==> src/rtl/fetch_unit.sv <==
// Instruction fetch stage: one outstanding imem request, buffered word to decode.
// Optional misaligned-redirect trap via FETCH_MISALIGN_TRAP_EN.
module fetch_unit #(
    parameter int                  PC_WIDTH = 64,
    parameter logic [PC_WIDTH-1:0] RESET_PC = '0
) (
    input  logic                clk,
    input  logic                reset,
    output logic                imem_req_valid,
    input  logic                imem_req_ready,
    output logic [PC_WIDTH-1:0] imem_addr,
    input  logic                imem_rsp_valid,
    input  logic [31:0]         imem_rsp_data,
    output logic                instr_valid,
    input  logic                instr_ready,
    output logic [31:0]         instr,
    output logic [PC_WIDTH-1:0] instr_pc,
`ifdef FETCH_MISALIGN_TRAP_EN
    output logic                misalign_fault,
`endif
    input  logic                br_taken,
    input  logic [PC_WIDTH-1:0] br_pc,
    input  logic [63:0]         br_imm
);

    typedef enum logic [2:0] {
        IDLE,
        REQ,
        WAIT,
        HOLD
`ifdef FETCH_MISALIGN_TRAP_EN
        , HALT
`endif
    } state_e;

    localparam logic [PC_WIDTH-1:0] LOW2 = PC_WIDTH'(3);

    state_e              state_q, state_d;
    logic [PC_WIDTH-1:0] pc_q, pc_d;
    logic                squash_q, squash_d;
    logic [31:0]         instr_q, instr_d;
    logic [PC_WIDTH-1:0] ipc_q, ipc_d;
    logic [PC_WIDTH-1:0] sum;
    logic [PC_WIDTH-1:0] target;

    assign sum = br_pc + br_imm[PC_WIDTH-1:0];

`ifdef FETCH_MISALIGN_TRAP_EN
    logic fault_q, fault_d;
    logic misaligned;

    assign target     = sum;
    assign misaligned = |target[1:0];
`else
    assign target = sum & ~LOW2;
`endif

    always_comb begin
        state_d  = state_q;
        pc_d     = pc_q;
        squash_d = squash_q;
        instr_d  = instr_q;
        ipc_d    = ipc_q;
`ifdef FETCH_MISALIGN_TRAP_EN
        fault_d  = fault_q;
`endif
        if (br_taken) begin
            case (state_q)
                IDLE, REQ: begin
                    pc_d = target;
                    if (state_q == REQ && imem_req_ready) begin
                        // old-address response is already in flight
                        state_d  = WAIT;
                        squash_d = 1'b1;
                    end else begin
                        state_d = REQ;
                    end
                end
                WAIT: begin
                    pc_d = target;
                    if (imem_rsp_valid) begin
                        state_d  = REQ;
                        squash_d = 1'b0;
                    end else begin
                        squash_d = 1'b1;
                    end
                end
                HOLD: begin
                    pc_d    = target;
                    state_d = REQ;
                end
                default: ;
            endcase
`ifdef FETCH_MISALIGN_TRAP_EN
            if (misaligned && state_q != HALT) begin
                state_d  = HALT;
                squash_d = 1'b0;
                fault_d  = 1'b1;
            end
`endif
        end else begin
            case (state_q)
                IDLE: state_d = REQ;
                REQ: begin
                    if (imem_req_ready) state_d = WAIT;
                end
                WAIT: begin
                    if (imem_rsp_valid) begin
                        if (squash_q) begin
                            squash_d = 1'b0;
                            state_d  = REQ;
                        end else begin
                            instr_d = imem_rsp_data;
                            ipc_d   = pc_q;
                            state_d = HOLD;
                        end
                    end
                end
                HOLD: begin
                    if (instr_ready) begin
                        pc_d    = pc_q + PC_WIDTH'(4);
                        state_d = REQ;
                    end
                end
                default: ;
            endcase
        end
    end

    always_ff @(posedge clk or posedge reset) begin
        if (reset) begin
            state_q  <= IDLE;
            pc_q     <= RESET_PC;
            squash_q <= 1'b0;
            instr_q  <= '0;
            ipc_q    <= '0;
`ifdef FETCH_MISALIGN_TRAP_EN
            fault_q  <= 1'b0;
`endif
        end else begin
            state_q  <= state_d;
            pc_q     <= pc_d;
            squash_q <= squash_d;
            instr_q  <= instr_d;
            ipc_q    <= ipc_d;
`ifdef FETCH_MISALIGN_TRAP_EN
            fault_q  <= fault_d;
`endif
        end
    end

    assign imem_req_valid = (state_q == REQ);
    assign imem_addr      = pc_q;
    assign instr_valid    = (state_q == HOLD);
    assign instr          = instr_q;
    assign instr_pc       = ipc_q;
`ifdef FETCH_MISALIGN_TRAP_EN
    assign misalign_fault = fault_q;
`endif

endmodule

==> config.mk <==
export PLATFORM = sky130hd
export DESIGN_NAME = fetch_unit
export DESIGN_NICKNAME = d
export VERILOG_FILES = /design/src/rtl/fetch_unit.sv
export SDC_FILE = /design/constraint.sdc
export NUM_CORES = 1
export LEC_CHECK = 0
export BUFFER_PORTS_ARGS = -buffer_cell sky130_fd_sc_hd__buf_2
export CORE_MARGIN = 3
export CORE_UTILIZATION = 53
export DETAILED_ROUTE_END_ITERATION = 10
export MAX_ROUTING_LAYER = met4
export PLACE_DENSITY_LB_ADDON = 0.3
export SYNTH_ARGS = -nofsm -noshare
export SYNTH_HDL_FRONTEND = slang
export SYNTH_SLANG_ARGS = --single-unit
export TNS_END_PERCENT = 50
==> constraint.sdc <==
create_clock -name clk -period 5.55 [get_ports clk]
set_input_delay 0.8325 -clock clk [delete_from_list [all_inputs] [get_ports clk]]
set_output_delay 0.8325 -clock clk [all_outputs]
set_load 0.01 [all_outputs]
# Yosys cells after proc, flatten, opt, wreduce, memory -nomap -nowiden
# Cells that the tools add are included.
[op_classes] addsub=2 eq_ne=9 mux=19 bitwise=2 n_reduce_logical=14
[ops] op="2-to-1 mux 64 bit" n=4
[ops] op="adder 64 x 3 -> 64 bit, second input constant" n=1
[ops] op="adder 64 bit" n=1
[ops] op="2-to-1 mux 3 bit" n=5
[ops] op="case mux 3 bit (4 select lines)" n=1
[ops] op="nonzero test 2 bit" n=5
[ops] op="case mux 3 bit (3 select lines)" n=1
[ops] op="AND reduction 4 bit" n=2
[ops] op="equality test 3 x 2 -> 1 bit, second input constant" n=2
[ops] op="inequality test 3 x 1 -> 1 bit, second input constant" n=2
[ops] op="2-to-1 mux 1 bit" n=5
[ops] op="AND reduction 5 bit" n=1
[ops] op="nonzero test 5 bit" n=1
[ops] op="2-to-1 mux 2 bit" n=2
[ops] op="inequality test 2 bit, second input constant" n=2
[ops] op="inequality test 4 x 2 -> 1 bit, second input constant" n=1
[ops] op="OR reduction 4 bit" n=1
[ops] op="equality test 3 x 1 -> 1 bit, second input constant" n=1
[ops] op="logical NOT 3 bit" n=1
[ops] op="inequality test 3 bit, second input constant" n=1
[ops] op="AND reduction 3 bit" n=1
[ops] op="NOT 1 bit" n=2
[ops] op="case mux 1 bit (2 select lines)" n=1
[ops] op="OR reduction 2 bit" n=1
[ops] op="logical AND 1 bit" n=1
[word_totals] regBits=164 inputBits=166 output_inout_bits=162 word_cells=51

# Longest topological paths before layout
# Gate-level depths: netlist of the first run.
[depth] word_depth=5 ltp_mapped=12 ltp_nobuf=11

# Worst setup path before layout of the first run
# No wires, ideal clock.
[synth_timing] path_kind="input -> register" from="input port br_pc[9]" to="register pc_q[58], in the netlist imem_addr[58]" setup_ns=0.123 arrival_time_ns=3.290 required_ns=5.427 path_slack_ns=2.137 path_stages=11 n_path_buf=0 cell_sequence="ha_1 nand4_2 o22ai_1 a31oi_1 o211a_1 o31a_1 o31a_1 o31ai_4 a21oi_1 xnor2_1 o221a_1"
[synth_via] elab_chain_len=3
[synth_lines] element="start: declaration" line_no="22" text="input logic [PC_WIDTH-1:0] br_pc,"
[synth_lines] element="adder 64 bit" line_no="46" text="assign sum = br_pc + br_imm[PC_WIDTH-1:0];"
[synth_lines] element="2-to-1 mux 64 bit" line_no="68" text="case (state_q)"
[synth_lines] element="2-to-1 mux 64 bit" line_no="67" text="if (br_taken) begin"
[synth_lines] element="end signal: assignment" line_no="142" text="pc_q <= pc_d;"
[synth_lines] element="end: declaration" line_no="39" text="logic [PC_WIDTH-1:0] pc_q, pc_d;"
# Every way passes these cells. The select of a mux whose other input is x is not followed.
# A chain may end at the register's enable or synchronous reset.

# Worst setup path in the final report of the first run
[layout_timing] from="input port br_pc[8]" to="register pc_q[50], in the netlist imem_addr[50]"
# The elaborated chain is that of the path after synthesis.

==> metrics.md, run 1 <==
| Metric | Value |
|---|---|
| IO Port Bufs | 323 |
| Ant diodes | 0 |
| Setup violators final | 0 |
| Cell accounting for the most synthesized area | dfrtp_1 |
| Max-Cap Viols | 0 |
| Skew-Pair Late Insertion Delay | between 0.4 and 0.5 ns |
| Clock Skews | 0.00998 ns |
| Synth Warn # | 0 |
| Fin crit period | 3.75 ns |
| Core area | 19900 um2 |
| Hold Buf Count CTS | 0 |
| Die Ht | 150 um |
| HPWL Detailed | 25400 um |
| CTS H-tree lvls | 4 |
| Vias in the first global route | roughly 10000 |
| Yosys top cell area share | 36.3% |
| Starting Density | 55.1% |
| Final net count | around 1700 |
| DRT Pass-1 Iters | 5 |
| CP Buf/Inv Count | 1 |
| CTS tree | built |
| #FFs+latches synth | 159 |
| 1st-iter DRT viols | between 900 and 1000 |
| Num CTS Buffers | 17 |
| Final worst slack | around 1.8 ns |
| Count leader, synth | dfrtp_1 |
| Compound-cell area share of the yosys netlist | 22.0% |
| Fin. Hold Viols | 0 |
| Post-synth top cells | 159 x dfrtp_1, 133 x a21oi_1, 102 x nand2_1 |
| Pre-CTS WS | 1.53 ns |
| Via density | 6.09 |
| Placed Area | approximately 13000 um2 |
| Grt ovf | 0 |
| # IOs | roughly 330 |
| Reg2Reg Depth | 10 |
| Netlist cell types | between 60 and 70 |
| Fmax | 267 MHz |
| Die X | 150 um |
| P per Cell Area | approximately 420 nW/um2 |
| CTS Sinks | 159 |
| Final period utilization | a little under 70% |
| Largest cells by area after synthesis | dfrtp_1 36%, mux2_2 9.8%, ha_1 7.9%, a21oi_1 6.1%, o21ai_0 3.7% |
| Crit path DAT | 4.01 ns |
| CP most frequent cell | o31a_1 |
| Slowest stage delay, CP | 0.42 ns |
| Initial antenna violation count | 0 |
| Clk pin slew, worst setup/hold paths | 0.08 ns |
| IR drop worst, VDD | 0.274 mV |
| CP max stage cell | o31ai_4 |
| Fraction of synthesized area in multiplexers | 9.94% |
| Worst Tran Pin Value | 1.09 ns |
| Post-synthesis async set-or-reset flop share | 100% |
| Most common flop cell mapped by yosys | dfrtp_1 |
| Post-synth EDFFs | 0 |
| Worst-path cell chain | buf_2 > ha_1 > nand4_2 > o22ai_1 > a31oi_1 > o211a_1 > o31a_1 > o31a_1 > o31ai_4 > a21boi_1 > xor2_1 > a21oi_1 |
| Static leakage | roughly 6.4 nW |
| Syn Area/Cell | 9.00 um2 |
| GRT Resource Usage Total | between 20% and 30% |
| Startpoint types | input port |
| Hold WC Path Type | input port to async pin |
| Die ar. | 22500 um2 |
| Crit end category | flip-flop |
| Final ANT Viol Nets | 0 |
| Largest net degree at the start of global routing | 76 |
| Critical path startpoint | br_pc[8] |
| Flop2flop setup slack | roughly 2 ns |
| Vias | 10851 |
| # Post-CTS Setup Buffers | 0 |
| GPL Wtd Cong | 0.974 |
| Post-Synth XOR/XNOR Area | 4.63% |
| Mapped Cells | about 1200 |
| Worst Path Max Fanout | 6 |
| Post-CTS resize count | 0 |
| Fin. max-slew vios | 0 |
| Setup TNS | 0 ns |
| Layout cells sized above 1 | 31.1% |
| Detailed Route WL | 33200 um |
| Slew headroom | a little over a quarter |
| Max clock buf depth | 2 |
| Register area share after synthesis | 36.3% |
| RSZ-0062 raised after global routing | false |
| R2R Path Start | imem_addr[2] |
| Drc violations | 0 |
| Mapped Area | about 11000 um2 |
| R2r endpoint | imem_addr[56] |
| Clock Tree Root | clkbuf_16 |
| Area growth, synth to finish | 21.5% |
| Wire per inst | 18.6 um |
| Worst setup path class | input port to flip-flop |
| Hold_ws | 0.412 ns |
| CP Data Required Time | 5.81 ns |
| Outcome | completed |
| FP Rows | 51 |
| Post-Synth Simple-Gate Area | 15.8% |
| First-pass GRT wire length | 51600 um |
| Cell family with most CP delay | compound AO/OA/AOI/OAI gates |
| Largest family of logic cells by synthesized area | compound AO/OA/AOI/OAI gates |
| Post-route cell area | 13300 um2 |
| Adder-cell share of the synthesized area | under 10% |
worst reg2reg max path, stage by stage (launching register included):
cell and delay, ns:
dfrtp_1 0.48, ha_1 0.29, nand4_1 0.19, nor2_1 0.29, nand4_1 0.47, or3_1 0.56, or3_1 0.43, nor2_1 0.23
nand2_1 0.09, o21ai_0 0.25, a31o_2 0.15
sequential cells by signal, summed over array words and instances, names as in the netlist:
name,count
imem_addr,62
instr_pc,62
instr,32
state_q,2
squash_q,1
report_power, final:
group          switching, W  internal (W)  total (W)
Clock              0.000567      0.000608    0.00117
Sequential         0.000544       0.00161    0.00215
Combinational       0.00130      0.000987    0.00229
Total               0.00241       0.00320    0.00561
per-stage QoR:
stage | std cells | total power, W | utilization, %
after global routing | 1782 | 0.00596 | 66.9
after global placement | 1750 | 0.00435 | 64.0
final | 1782 | 0.00561 | 66.9
after floorplan | 1222 | 0.00341 | -
after CTS | 1782 | 0.00560 | 66.9
after detailed placement | 1750 | 0.00442 | 64.0
routing by layer:
metal / vias to the layer above / track usage (%) / share of wire, %
met1: 5067 / 37.9 / 41
li1: 5143 / - / -
met3: 65 / 6.69 / 10
met2: 576 / 46.8 / 46
met4: 0 / 8.55 / 2.2
met5: - / - / 0
final cells by class:
cell class                 count  area [um2]
inverter                      26         103
clock inverter                15         156
sequential                   159        3980
clock buffer                  17         425
timing repair buffer         333        1690
tap                          265         332
fill                        1652        6590
multi-input combinational    967        6630
cell usage in the layout (no fill, tap or decap), types with 10 or more instances in the layout:
| cell type | instances |
|---|---|
| buf_2 | 323 |
| buf_4 | 10 |
| inv_8 | 10 |
| and3_1 | 14 |
| a21o_1 | 28 |
| nand4_1 | 42 |
| mux2_2 | 95 |
| a31oi_1 | 23 |
| ha_1 | 69 |
| nor3_1 | 34 |
| o211ai_1 | 13 |
| nand3_1 | 40 |
| a21oi_1 | 133 |
| nor2_1 | 68 |
| o221ai_1 | 11 |
| clkbuf_16 | 17 |
| o21a_1 | 11 |
| dfrtp_1 | 159 |
| xor2_1 | 19 |
| inv_1 | 24 |
| xnor2_1 | 39 |
| nand2_1 | 102 |
| o21ai_0 | 82 |
| o21bai_1 | 13 |
cells by family (layout without fill, tap and decap cells):
group	after synthesis	in the layout
fa+ha+maj	69	69
buf+inv	96	391
compound gates	385	385
xor+xnor	58	58
mux	97	97
other cells	1	4
simple gates	354	354
flops	159	159
how the worst max path moves through the flow:
stage | to | cells after the start
floorplan | imem_addr[10] | 1
global placement | imem_addr[50] | 12
detailed placement | imem_addr[50] | 12
CTS | imem_addr[50] | 12
global route | imem_addr[50] | 12
finish | imem_addr[50] | 12
No activity file was read; power rests on OpenSTA's default activity.
==> inputs of run 2 (changes only) <==
Settings changed: CORE_UTILIZATION 53 to 48.
Clock period 5.55 ns to 3.2 ns, I/O delays scaled along.
==> metrics.md, run 2 (same netlist as run 1, synthesis figures left out) <==
| Metric | Value |
|---|---|
| Most frequent cells in the layout | 323 x buf_2, 159 x dfrtp_1, 133 x a21oi_1 |
| Hold Buf Count CTS | 0 (unchanged) |
| Hold WC Path Type | input port to async pin |
| CTS H-tree lvls | 4 (unchanged) |
| Post-route cell area | 14100 um2 (+6.2%) |
| Wire per inst | 18.5 um (-0.42%) |
| # IOs | 328 (unchanged) |
| IO Port Bufs | 323 (unchanged) |
| Drc violations | 0 (unchanged) |
| Post-CTS resize count | 0 (unchanged) |
| Grt ovf | 0 (unchanged) |
| CTS tree | built |
| Ant diodes | 0 (unchanged) |
| Detailed Route WL | 35200 um (+6.1%) |
| Total power | 0.0100 W (+79%) |
| FP Rows | 54 (+5.9%) |
| Top layer reached by signal wires | met4 |
| Outcome | completed |
| Worst Tran Pin Value | 0.983 ns (-0.109 ns) |
| Core area | 22200 um2 (+11%) |
| Placed Area | 13600 um2 (+6.4%) |
| IR drop worst, VDD | 0.395 mV (+44%) |
| Final period utilization | 94.2% |
| GPL Wtd Cong | 0.941 (-3.5%) |
| CP max stage cell | o31ai_1 |
| Initial antenna violation count | 0 (unchanged) |
| Clock Tree Root | clkbuf_16 |
| Layout cells sized above 1 | 35.4% (+4.3 points) |
| M1 WL | 14800 um (+9.0%) |
| Starting Density | 49.5% (-5.6 points) |
| Setup violators final | 0 (unchanged) |
| Vias | 11258 (+3.8%) |
| Worst Path Max Fanout | 4 (-2) |
| Die X | 157 um (+4.9%) |
| CTS Sinks | 159 (unchanged) |
| CP Data Required Time | 3.48 ns (-2.33 ns) |
| Cell family with most CP delay | compound AO/OA/AOI/OAI gates |
| RSZ-0062 raised after global routing | false |
| # Post-CTS Setup Buffers | 0 (unchanged) |
| Fin crit period | 3.01 ns |
| Fin. Hold Viols | 0 (unchanged) |
| WL met3 | 3180 um (-8.1%) |
| Final net count | 1840 (+5.8%) |
| Startpoint types | input port |
| Crit end category | flip-flop |
| First-pass GRT wire length | 55600 um (+7.6%) |
| Clock Skews | 0.0143 ns (+0.00432 ns) |
| Skew-Pair Late Insertion Delay | 0.43 ns (about the same) |
| Max clock buf depth | 2 (unchanged) |
| Fillers | 1936 (+17%) |
| Share of the core filled with cells | 63.8% (-3.1 points) |
| Num CTS Buffers | 17 (unchanged) |
| CP Buf/Inv Count | 2 (+1) |
| Metal2 WL | 16300 um (+5.7%) |
| Fin. max-slew vios | 0 (unchanged) |
| Commonest non-fill, non-tap cell in the layout | buf_2 |
| P per Cell Area | 709 nW/um2 (+68%) |
| Slew headroom | 34.4% (+7.3 points) |
| 1st-iter DRT viols | 963 (-3.4%) |
| Largest net degree at the start of global routing | 72 (-5.3%) |
| GRT Resource Usage Total | 28.7% (-0.74 points) |
| Crit path DAT | 3.30 ns (-0.71 ns) |
| Worst setup path class | input port to flip-flop |
| Via density | 5.93 (-2.6%) |
| Fmax | 332 MHz |
| HPWL Detailed | 27600 um (+8.4%) |
| Clk pin slew, worst setup/hold paths | 0.08 ns (about the same) |
| Die ar. | 24700 um2 (+10%) |
| Max-Cap Viols | 0 (unchanged) |
| Worst-path cell chain | buf_2 > ha_1 > nand4_2 > o22ai_1 > a31oi_1 > o211a_1 > o31ai_1 > a21oi_1 > o31a_1 > buf_4 > xor2_1 > o221ai_1 |
| Static leakage | 6.92 nW (+7.7%) |
| Die Ht | 157 um (+4.9%) |
| Final ANT Viol Nets | 0 (unchanged) |
| DRT Pass-1 Iters | 5 (unchanged) |
| Area growth, synth to finish | 29.0% |
| Vias in the first global route | 11055 (+10%) |
| Slowest stage delay, CP | 0.40 ns (-0.02 ns) |
## run 2: cell types whose count changed in the layout (fill, tap and decap cells not counted), sizes merged
cell / before / now
inv: 37 / 33
clkinv: 4 / 7
clkinvlp: 0 / 1
buf: 333 / 434
## run 2: cell type report
type	instances	area, um2	area share [%]
flip-flops and latches	159	3980	28.1
repair buffers	434	2490	17.6
well taps	280	350	2.48
inverters	26	101	0.716
clock buffers	17	425	3.01
clock inverters	15	169	1.19
multi-input cells	967	6630	46.9
## run 2: metrics by stage
stage	hold WS, ns	setup slack, ns	TNS [ns]	std cells
2_1_floorplan	0.538	0.139	0	1222
3_3_place_gp	0.483	-0.0816	-0.608	1866
3_5_place_dp	0.490	-0.188	-1.88	1866
4_1_cts	0.232	0.265	0	1898
5_1_grt	0.262	0.0203	0	1898
6_report	0.215	0.187	0	1898
## run 2: layer usage
metal  track usage, %  vias up
met5                -        -
met4             9.13        0
met3             7.04       57
met2             44.8      565
met1             36.9     5288
li1                 -     5348
## run 2: path summary, 6_finish.rpt
check,from,slack (ns),end,depth (start not counted)
worst max-delay path,br_pc[8],0.19,imem_addr[48],12
worst min-delay path,reset,0.22,instr[4],2
worst max register to register,imem_addr[3],0.23,imem_addr[60],10
worst min register to register,instr_pc[48],0.50,instr_pc[48],1
max in group asynchronous,reset,2.17,imem_addr[27],3
min in group clk,imem_rsp_valid,0.27,squash_q,2
## run 2: worst register-to-register path, cell delays in order (launching register included)
cell	delay (ns)
dfrtp_1	0.44
ha_1	0.28
nand4_1	0.16
nor2_1	0.17
nand4_1	0.20
or3_1	0.45
or3_1	0.45
nor2_1	0.11
o21ai_0	0.09
a22oi_1	0.38
nand3_1	0.11
## run 2: power breakdown
| group | internal [W] | total, W | switching (W) |
|---|---|---|---|
| Clock | 0.00106 | 0.00204 | 0.000989 |
| Combinational | 0.00191 | 0.00429 | 0.00239 |
| Sequential | 0.00279 | 0.00369 | 0.000904 |
| Total | 0.00575 | 0.0100 | 0.00428 |
